$ cat config.mk
export PLATFORM = sky130hd
export DESIGN_NAME = layer_priority_mux
export DESIGN_NICKNAME = d
export VERILOG_FILES = /design/src/rtl/layer_priority_mux.sv
export SDC_FILE = /design/constraint.sdc
export NUM_CORES = 1
export LEC_CHECK = 0
export CAP_MARGIN = 25
export CORE_MARGIN = 5
export CORE_UTILIZATION = 35
export DETAILED_ROUTE_END_ITERATION = 10
export GPL_TIMING_DRIVEN = 0
export PLACE_DENSITY = 0.6
export SLEW_MARGIN = 20
export SYNTH_ARGS = -nofsm -noshare
export SYNTH_HDL_FRONTEND = slang
export SYNTH_SLANG_ARGS = --single-unit
$ cat constraint.sdc
create_clock -name clk -period 2.2 [get_ports clk]
set_clock_uncertainty 0.15 [all_clocks]
set_input_delay 0.22 -clock clk [delete_from_list [all_inputs] [get_ports clk]]
set_output_delay 0.22 -clock clk [all_outputs]
set_load 0.03 [all_outputs]
$ cat src/rtl/layer_priority_mux.sv
// Layer priority multiplexer with per-layer blink control.
// The lowest-index layer that is drawing, is not transparent and is not
// hidden by its blink FSM wins the pixel. The result is registered, so
// there is one clock of latency. Each layer has its own blink FSM that
// advances on startOfFrame. The layer is hidden on odd phases of the blink.
module layer_priority_mux #(
    parameter int                NUM_LAYERS   = 8,
    parameter int                RGB_W        = 8,
    parameter logic [RGB_W-1:0]  TRANSPARENT  = 8'hFF,
    parameter int                BLINK_FRAMES = 16
) (
    input  logic                          clk,
    input  logic                          resetN,
    input  logic                          startOfFrame,
    input  logic [NUM_LAYERS-1:0]         layer_DR,
    input  logic [NUM_LAYERS*RGB_W-1:0]   layer_RGB,
    input  logic [NUM_LAYERS-1:0]         blink_req,
    input  logic [RGB_W-1:0]              background_RGB,
    output logic [RGB_W-1:0]              RGBOut,
    output logic                          any_DR,
    output logic [$clog2(NUM_LAYERS)-1:0] winner_idx,
    output logic [NUM_LAYERS-1:0]         blinking
);

    localparam int         IDX_W     = $clog2(NUM_LAYERS);
    localparam logic [7:0] LP_FRAMES = 8'(BLINK_FRAMES);

    typedef enum logic {
        ST_IDLE  = 1'b0,
        ST_BLINK = 1'b1
    } blink_state_t;

    blink_state_t r_state [NUM_LAYERS];
    logic [7:0]   r_cnt   [NUM_LAYERS];
    logic         r_phase [NUM_LAYERS];

    logic [NUM_LAYERS-1:0] w_hidden;
    logic [NUM_LAYERS-1:0] w_eligible;
    logic                  w_found;
    logic [IDX_W-1:0]      w_idx;
    logic [RGB_W-1:0]      w_rgb;

    // Blink FSMs. A request always reloads, even if it coincides with a
    // frame start. Otherwise each frame start toggles the phase and counts down.
    always_ff @(posedge clk or negedge resetN) begin
        if (!resetN) begin
            for (int i = 0; i < NUM_LAYERS; i++) begin
                r_state[i] <= ST_IDLE;
                r_cnt[i]   <= 8'd0;
                r_phase[i] <= 1'b0;
            end
        end else begin
            for (int i = 0; i < NUM_LAYERS; i++) begin
                if (blink_req[i]) begin
                    r_state[i] <= ST_BLINK;
                    r_cnt[i]   <= LP_FRAMES;
                    r_phase[i] <= 1'b0;
                end else if (r_state[i] == ST_BLINK && startOfFrame) begin
                    if (r_cnt[i] == 8'd1) begin
                        r_state[i] <= ST_IDLE;
                        r_cnt[i]   <= 8'd0;
                        r_phase[i] <= 1'b0;
                    end else begin
                        r_cnt[i]   <= r_cnt[i] - 8'd1;
                        r_phase[i] <= ~r_phase[i];
                    end
                end
            end
        end
    end

    // Hide and eligibility decode, using only registered blink state.
    always_comb begin
        w_hidden   = '0;
        w_eligible = '0;
        blinking   = '0;
        for (int i = 0; i < NUM_LAYERS; i++) begin
            blinking[i]   = (r_state[i] == ST_BLINK);
            w_hidden[i]   = (r_state[i] == ST_BLINK) && r_phase[i];
            w_eligible[i] = layer_DR[i]
                          && (layer_RGB[i*RGB_W +: RGB_W] != TRANSPARENT)
                          && !w_hidden[i];
        end
    end

    // Fixed priority select. The loop scans downward, so the lowest
    // eligible index is assigned last and wins.
    always_comb begin
        w_found = 1'b0;
        w_idx   = '0;
        w_rgb   = background_RGB;
        for (int i = NUM_LAYERS - 1; i >= 0; i--) begin
            if (w_eligible[i]) begin
                w_found = 1'b1;
                w_idx   = i[IDX_W-1:0];
                w_rgb   = layer_RGB[i*RGB_W +: RGB_W];
            end
        end
    end

    // Output register, which gives one clock of latency.
    always_ff @(posedge clk or negedge resetN) begin
        if (!resetN) begin
            RGBOut     <= '0;
            any_DR     <= 1'b0;
            winner_idx <= '0;
        end else begin
            RGBOut     <= w_rgb;
            any_DR     <= w_found;
            winner_idx <= w_idx;
        end
    end

endmodule

==> results of run 1 <==
-- where the power goes --
| part | switching, mW | internal [mW] |
|---|---|---|
| clock | 0.676 | 0.800 |
| sequential | 0.171 | 1.86 |
| combinational | 0.708 | 0.591 |
| total | 1.56 | 3.25 |
-- state kept, by name, indices dropped and copies added (netlist names) --
register    flops
r_phase         8
any_DR          1
winner_idx      3
blinking        8
r_cnt          64
RGBOut          8
-- per-layer routing --
metal	vias up	part of all wire (%)	track usage (%)
met5	-	0	0
met1	2581	45	22.89
met4	0	1.6	6.541
met3	20	4.8	3.346
met2	131	49	28.26
li1	2624	-	-
-- worst max path at each step --
stage / to / slack (ns) / startpoint / cells after the start
CTS: RGBOut[6] / 0.05 / blinking[3] / 6
global placement: r_cnt[52] / -2.75 / resetN / 1
finish: RGBOut[6] / 0.09 / blinking[3] / 6
detailed placement: RGBOut[6] / -0.26 / layer_DR[5] / 6
global route: r_cnt[62] / 0.02 / r_cnt[57] / 7
floorplan: any_DR / 0.20 / blinking[0] / 6
-- worst max-delay path, cell delays in order, from the launching register on --
cell and delay [ns]:
sky130_fd_sc_hd__dfrtp_1 0.45, sky130_fd_sc_hd__a21bo_2 0.31, sky130_fd_sc_hd__a21oi_4 0.14, sky130_fd_sc_hd__buf_4 0.18
sky130_fd_sc_hd__a2111oi_1 0.07, sky130_fd_sc_hd__a2111oi_1 0.53, sky130_fd_sc_hd__a221oi_2 0.14
-- cell usage after synthesis, types with 8 or more instances --
library cell and count:
sky130_fd_sc_hd__o31ai_1 8, sky130_fd_sc_hd__nand2b_1 10, sky130_fd_sc_hd__nor3_1 36, sky130_fd_sc_hd__nand2_1 40, sky130_fd_sc_hd__or2_2 9, sky130_fd_sc_hd__o2bb2ai_1 8, sky130_fd_sc_hd__nor2_1 76, sky130_fd_sc_hd__nand3_1 11
sky130_fd_sc_hd__inv_1 20, sky130_fd_sc_hd__ha_1 16, sky130_fd_sc_hd__mux2i_1 12, sky130_fd_sc_hd__o21ai_1 13, sky130_fd_sc_hd__a21o_1 16, sky130_fd_sc_hd__dfrtp_1 92, sky130_fd_sc_hd__buf_2 8, sky130_fd_sc_hd__a21oi_1 60
sky130_fd_sc_hd__nor4_1 11, sky130_fd_sc_hd__o211ai_1 10, sky130_fd_sc_hd__nand4_1 14, sky130_fd_sc_hd__or3_1 9, sky130_fd_sc_hd__o21ai_0 37
-- stage by stage --
| step | area (um^2) | worst slack [ns] | total power, mW | hold WS, ns |
|---|---|---|---|---|
| global placement | 6969 | -2.753 | 3.300 | 0.3178 |
| detailed placement | 6998 | -0.2554 | 3.350 | -0.05346 |
| floorplan | 5648 | 0.2046 | 2.822 | -0.2256 |
| CTS | 7291 | 0.04730 | 4.846 | 0.08022 |
| finish | 7306 | 0.08596 | 4.809 | 0.09260 |
| global route | 7306 | 0.01573 | 5.090 | 0.1188 |
-- logic make-up (layout without fill, tap and decap cells) --
kind of cell | Yosys count | count (layout) | synth area share (%)
AND/OR/NAND/NOR | 258 | 258 | 23.59
AO/OA/AOI/OAI | 214 | 214 | 25.99
flip-flops | 92 | 92 | 40.76
buffers and inverters | 40 | 163 | 3.168
adder cells (fa/ha/maj) | 16 | 16 | 3.544
multiplexers | 13 | 13 | 2.326
XOR/XNOR | 4 | 4 | 0.6204
-- timing repair --
action	CTS	global route
hold endpoints to repair	92	0
setup endpoints to repair	1	6
cloned	0	0
pin swaps	0	1
hold buffers	1	0
gates resized for setup	1	3
setup buffers	0	0
-- final cells by class --
| type | instances | area [um^2] |
|---|---|---|
| flip-flops and latches | 92 | 2302 |
| clock inverters | 5 | 36.28 |
| fillers | 1585 | 8579 |
| inverters | 20 | 75.07 |
| plain buffers | 20 | 103.9 |
| multi-input cells | 505 | 3186 |
| repair buffers | 107 | 1090 |
| clock buffers | 11 | 242.7 |
| well taps | 216 | 270.3 |
==> reports/summary.md, run 1 <==
The library cells used most frequently in the layout, excluding fill and tap cells, are sky130_fd_sc_hd__clkdlybuf4s50_1, sky130_fd_sc_hd__dfrtp_1, sky130_fd_sc_hd__nor2_1. The run gives 0 as the number of antenna violations at the first check in global routing. Number of cells after detailed placement: 959.

The initial standard-cell utilization of the core is 35.55%. The slack of the worst reg-to-reg path was 0.09 ns; the upper clock frequency limit was 473.0 MHz. Compared with the post-synthesis result, the final layout area differs by 29.35%. The number of max-slew violations in the final report is 0, and the number of flops mapped to enable cells by yosys is 0. The number of port buffers was 105; the total power density per cell area was 658.2 mW/mm^2.

At the pin with the least slew margin, the transition time is 0.5803 ns. Counting flops and latches in the post-synthesis netlist gives 92. Of all flip-flops after synthesis, the portion carrying an async set or reset was 100.0%. STA puts the critical path data arrival time at 2.16 ns.

The sort of element at the end of the critical path is a register. Counting distinct cell types in the post-synthesis netlist gives 79. The count of nets left with antenna violations once routing finished came out at 0. Counting along the longest clock path gives a buffer depth of 2. Sorting the synthesized cells by area gives the leading types as sky130_fd_sc_hd__dfrtp_1, sky130_fd_sc_hd__a21oi_1, sky130_fd_sc_hd__nor2_1. Worst hold-check path type: primary input to register. The H-tree was split into 3 levels. The share of cells above drive strength 1 works out to 8.816%.

The most common cell after layout, fill and taps aside is sky130_fd_sc_hd__clkdlybuf4s50_1. The largest net degree at the start of global routing came out at 71. The share of the Yosys chip area taken by registers is 40.76%. In the global route stage, overall resource usage came out at 17.37%.

The number of design-rule violations left by the first detailed-router iteration is 282, and the average cell area after synthesis is 8.866 um^2. Clock tree synthesis selected as its root buffer the cell sky130_fd_sc_hd__clkbuf_16. The worst setup path is of the register to register kind. The run finished with clean final reports.

VDD sags by at most 369.8 uV. The count of cells in the finished layout, fillers not included, comes to 976. The number of ports placed on the die boundary is 111. The worst hold path begins at blink_req[2].

The run gives 0.01589 mm^2 as the placeable core region. The first global-routing pass estimated 26130 um of wire. For this run, the post-layout net count is 862. The tools report the hold violation count in the final report as 0.

The logs give 12600 um for the half-perimeter wire length of the detailed placement result and 0 ns for the final total negative setup slack. The cell count after synthesis came out at 637. The synthesized netlist occupies a cell area of 0.005648 mm^2.

The die is 137.0 um tall. The clock drives 92 sinks. The largest fanout of any net on the critical path is 10.

Capture point of the worst reg-to-reg path: RGBOut[6]. The number of antenna diodes in the final layout is 0. Of all cell types, the one taking the most synthesized area is sky130_fd_sc_hd__dfrtp_1.

Among all flip-flop cells after synthesis, the most frequent one is sky130_fd_sc_hd__dfrtp_1. For this run, design rule violations remaining after detail routing come to 0. Data on the critical path is required at its endpoint by 2.24 ns.

The number of global-route vias before repair came out at 5278. Setup repair after global routing left no endpoint under its margin. The die is 137.0 um wide. The per-cell routed wire length works out to 16.57 um.

When the netlist entered floorplanning its net count stood at 744. Of the available clock period, the critical path in the final layout requires 96.09%. The die footprint was 0.01878 mm^2.

TritonCTS built the clock tree. Summing over every cut layer, the via total after detailed routing is 5356. Standard-cell row count: 46.

For hold timing, the worst endpoint is r_phase[5]. The number of warnings issued by yosys came out at 0. In this run the critical register-to-register path is launched from blinking[3]. For the worst flop-to-flop path, the logic depth is 6. The routed design has 16170 um of wire.

The total of max-cap violations is 0, and the number of cells on the worst hold path is 2. The congestion estimate from routability-driven global placement came to 0.9137. The via density per instance is 5.488, and the leftover overflow at the end of global routing is 0.

In this run the static leakage power is 2.913 nW. For the share of the core filled with cells in the final layout, the log shows 45.99%. Measured against its own limit, the worst slew margin works out to 61.31%.

For the worst-skew pair, the clock arrives at the later sink with an insertion delay of 0.35 ns. Buffers inserted during clock tree synthesis total 9. The final period demand of the worst path was 2.114 ns.

In this run the biggest area consumer among cell types represents 40.76% of the synthesized area. STA classifies the critical path startpoint as a register. The run gives 7 as the first-pass iteration count of the detailed router. Setup violations remaining at the end of the flow were counted as 0.

After clock tree synthesis, the clock-pin slew on the worst setup and hold paths is 0.07 ns.
Note: power is estimated with default switching activity, not from simulation.
==> run 2: changes to the inputs <==
--- a/config.mk
+++ b/config.mk
@@ -17 +17,2 @@
 export SYNTH_SLANG_ARGS = --single-unit
+export TNS_END_PERCENT = 30
==> constraint.sdc (replaced) <==
create_clock -name clk -period 2.2 [get_ports clk]
set_clock_uncertainty 0.15 [all_clocks]
set_input_delay 0.44 -clock clk [delete_from_list [all_inputs] [get_ports clk]]
set_output_delay 0.44 -clock clk [all_outputs]
set_load 0.03 [all_outputs]
==> reports/summary.md, run 2 (synthesis gave the netlist of run 1 again) <==
Setup repair after global routing could not meet its margin everywhere. For the leftover overflow at the end of global routing, the log shows 0 (unchanged). The switching fraction of total power is 32.47% (+0.13 points), and the final total negative setup slack is 0 ns (unchanged).

The register area was 0.002302 mm^2 (unchanged); the share of the core filled with cells in the final layout was 47.05% (+1.1 points). The switching power was 1.577 mW (+1.4%). For the number of ports placed on the die boundary, the log shows 111 (unchanged). The share of cells above drive strength 1 is 11.01% (+2.2 points). The critical path data required time came out at 2.30 ns (+0.06 ns).

The initial standard-cell utilization of the core is 35.55% (unchanged). The number of design-rule violations left by the first detailed-router iteration is 334 (+18%), and the total power density per cell area is 649.6 mW/mm^2 (-1.3%). r_cnt holds more flip-flops than any other register. For the count of nets left with antenna violations after detail routing, the log shows 0 (unchanged). Clock tree synthesis selected as its root buffer the cell sky130_fd_sc_hd__clkbuf_16. The tools report the worst setup timing slack at the placement stage as -0.4754 ns (-0.2200 ns). The number of max-slew violations in the final report is 0 (unchanged), and the number of port buffers is 105 (unchanged). The leakage power of the design is 3.012 nW (+3.4%).

The top cell types in the final layout, fill and taps aside, are sky130_fd_sc_hd__clkdlybuf4s50_1, sky130_fd_sc_hd__dfrtp_1, sky130_fd_sc_hd__nor2_1. The smallest hold slack is 0.3112 ns (+0.2186 ns). The overall power is 4.856 mW (+0.98%), and the via count is 5501 (+2.7%). The per-cell routed wire length is 16.95 um (+2.3%), and the global-route usage over all layers is 17.37% (about the same). The run gives 9 (unchanged) as the number of buffers inserted during clock tree synthesis. The multi-input logic area was 0.003266 mm^2 (+2.5%); the peak ir drop on the vdd network was 372.1 uV (+0.63%). The final worst setup slack was 0.01148 ns (-0.07447 ns); the placement-stage cell area was 0.006998 mm^2 (unchanged). TritonCTS built the clock tree. The die footprint came out at 0.01878 mm^2 (unchanged).

The worst hold-check path type is primary input to register. The DRC violation count after routing is 0 (unchanged). The tools report the total clock sinks as 92 (unchanged). The hold violation count in the final report was 0 (unchanged); the part of the total power dissipated in sequential elements was 41.9% (-0.4 points). The number of fillers in the final layout is 1577 (-0.50%).

For the worst path arrival time, the log shows 2.29 ns (+0.13 ns). The combinational fraction of design power is 27.7% (+0.7 points). The die outline width is 137.0 um (unchanged), and the relative area change from synthesis to final layout is 32.34%.

The largest fanout of any net on the critical path works out to 3 (-7). The tools report the largest net degree at the start of global routing as 71 (unchanged). Number of global-route vias before repair: 5282 (+0.076%).

The number of buffers on the longest clock path was 2 (unchanged). The clock-pin transition on the worst setup and hold timing paths was 0.06 ns (about the same); the number of flip-flops in the largest register was 64 (unchanged). Placeable core region: 0.01589 mm^2 (unchanged). The upper clock frequency limit was 456.9 MHz (-3.4%); the height of the die was 137.0 um (unchanged). The wire length of the first global-routing pass is 26150 um (about the same), and the actual slew at the worst max-slew pin is 0.5713 ns (-0.008957 ns). The library cell used most frequently in the layout, excluding fill and tap cells, is sky130_fd_sc_hd__clkdlybuf4s50_1. The total wire length after detailed routing was 16750 um (+3.6%).

For the clock network latency to the later pin of the worst-skew pair, the log shows 0.35 ns (about the same). The final period demand of the worst path works out to 2.189 ns (+0.07447 ns). For the number of antenna diodes, the log shows 0 (unchanged).

The final weighted congestion of routability-driven global placement was 0.9137 (unchanged); the total of max-cap violations was 0 (unchanged). The first-pass iteration count of the detailed router was 5 (-2); the H-tree depth reported by CTS was 3 (unchanged). The net count of the finished layout was 874 (+1.4%); the half-perimeter wire length of the detailed placement result was 12600 um (unchanged). The share of power burned in the clock network was 30.4% (-0.3 points).

The part of the cycle the worst path needs came out at 99.48% (+3.4 points). The internal cell power is 3.279 mW (+0.78%). The area of all placed cells without fillers is 0.007475 mm^2 (+2.3%), and the number of cells after detailed placement is 959 (unchanged). Filler-free cell count of the finished design: 988 (+1.2%). The tools report the startpoint type of the worst setup path as a primary input. The worst setup path is captured at a register. The flow ran to the end, and the final reports show no timing, DRC or antenna violations. The via density per instance is 5.568 (+1.5%), and the setup violation total in the final timing report is 0 (unchanged). The standard-cell row count is 46 (unchanged). The worst setup path is of the primary input to register kind. The logs give 61.91% (+0.60 points) for the worst slew margin relative to its limit and 0 (unchanged) for the number of antenna violations at the first check in global routing.
==> run 2: cell types whose count changed in the layout (fill, tap and decap cells not counted), moves of 2 or more <==
cell / before / now
sky130_fd_sc_hd__o211ai_4: 0 / 2
sky130_fd_sc_hd__a2111oi_2: 0 / 2
sky130_fd_sc_hd__buf_4: 3 / 12
sky130_fd_sc_hd__o21ai_4: 1 / 3
sky130_fd_sc_hd__a2111oi_1: 2 / 0
sky130_fd_sc_hd__dlymetal6s2s_1: 0 / 3
sky130_fd_sc_hd__clkdlybuf4s50_1: 104 / 100
==> run 2: worst paths after layout <==
check | from | to | slack [ns] | cells after the start
max | layer_RGB[16] | RGBOut[6] | 0.01 | 6
min | blink_req[2] | r_phase[5] | 0.31 | 2
max reg2reg | blinking[5] | RGBOut[6] | 0.12 | 5
min reg2reg | r_cnt[54] | r_cnt[54] | 0.33 | 1
max in group asynchronous | resetN | r_cnt[49] | 0.92 | 3
min in group asynchronous | resetN | blinking[0] | 0.37 | 2
==> run 2: worst max-delay path, cell delays in order <==
cell and delay, ns:
sky130_fd_sc_hd__clkdlybuf4s50_1 0.50, sky130_fd_sc_hd__nand4_1 0.16, sky130_fd_sc_hd__o211a_1 0.27, sky130_fd_sc_hd__or3_4 0.40, sky130_fd_sc_hd__a211o_1 0.25, sky130_fd_sc_hd__a221oi_2 0.26
==> run 2: layout make-up <==
class                   instances  share of cell area, %
plain buffers                  20                  1.490
flip-flops and latches         92                  30.80
well taps                     216                  3.616
multi-input cells             507                  43.69
clock inverters                 5                 0.4854
repair buffers                117                  15.67
clock buffers                  11                  3.247
inverters                      20                  1.004
==> run 2: repair_timing <==
action / CTS / global route
gates cloned: 0 / 2
resized for setup: 6 / 15
setup buffers: 1 / 9
hold endpoints to repair: 22 / 0
hold buffers: 1 / 0
pin swaps: 3 / 10
setup endpoints to repair: 4 / 13
==> run 2: power groups by stage <==
stage                     Clock (mW)  Sequential (mW)  Combinational, mW
after floorplan                    0             2.09              0.728
after global routing            1.59             2.06               1.49
after detailed placement           0             2.06               1.29
after global placement             0             2.05               1.25
after CTS                       1.52             2.03               1.30
final                           1.47             2.03               1.35
==> run 2: per-layer routing <==
metal | GRT usage (%) | share of wire [%] | up-vias
li1 | - | - | 2652
met1 | 22.92 | 44 | 2677
met2 | 28.26 | 49 | 153
met3 | 3.346 | 5.5 | 19
met4 | 6.541 | 1.6 | 0
met5 | 0 | 0 | -
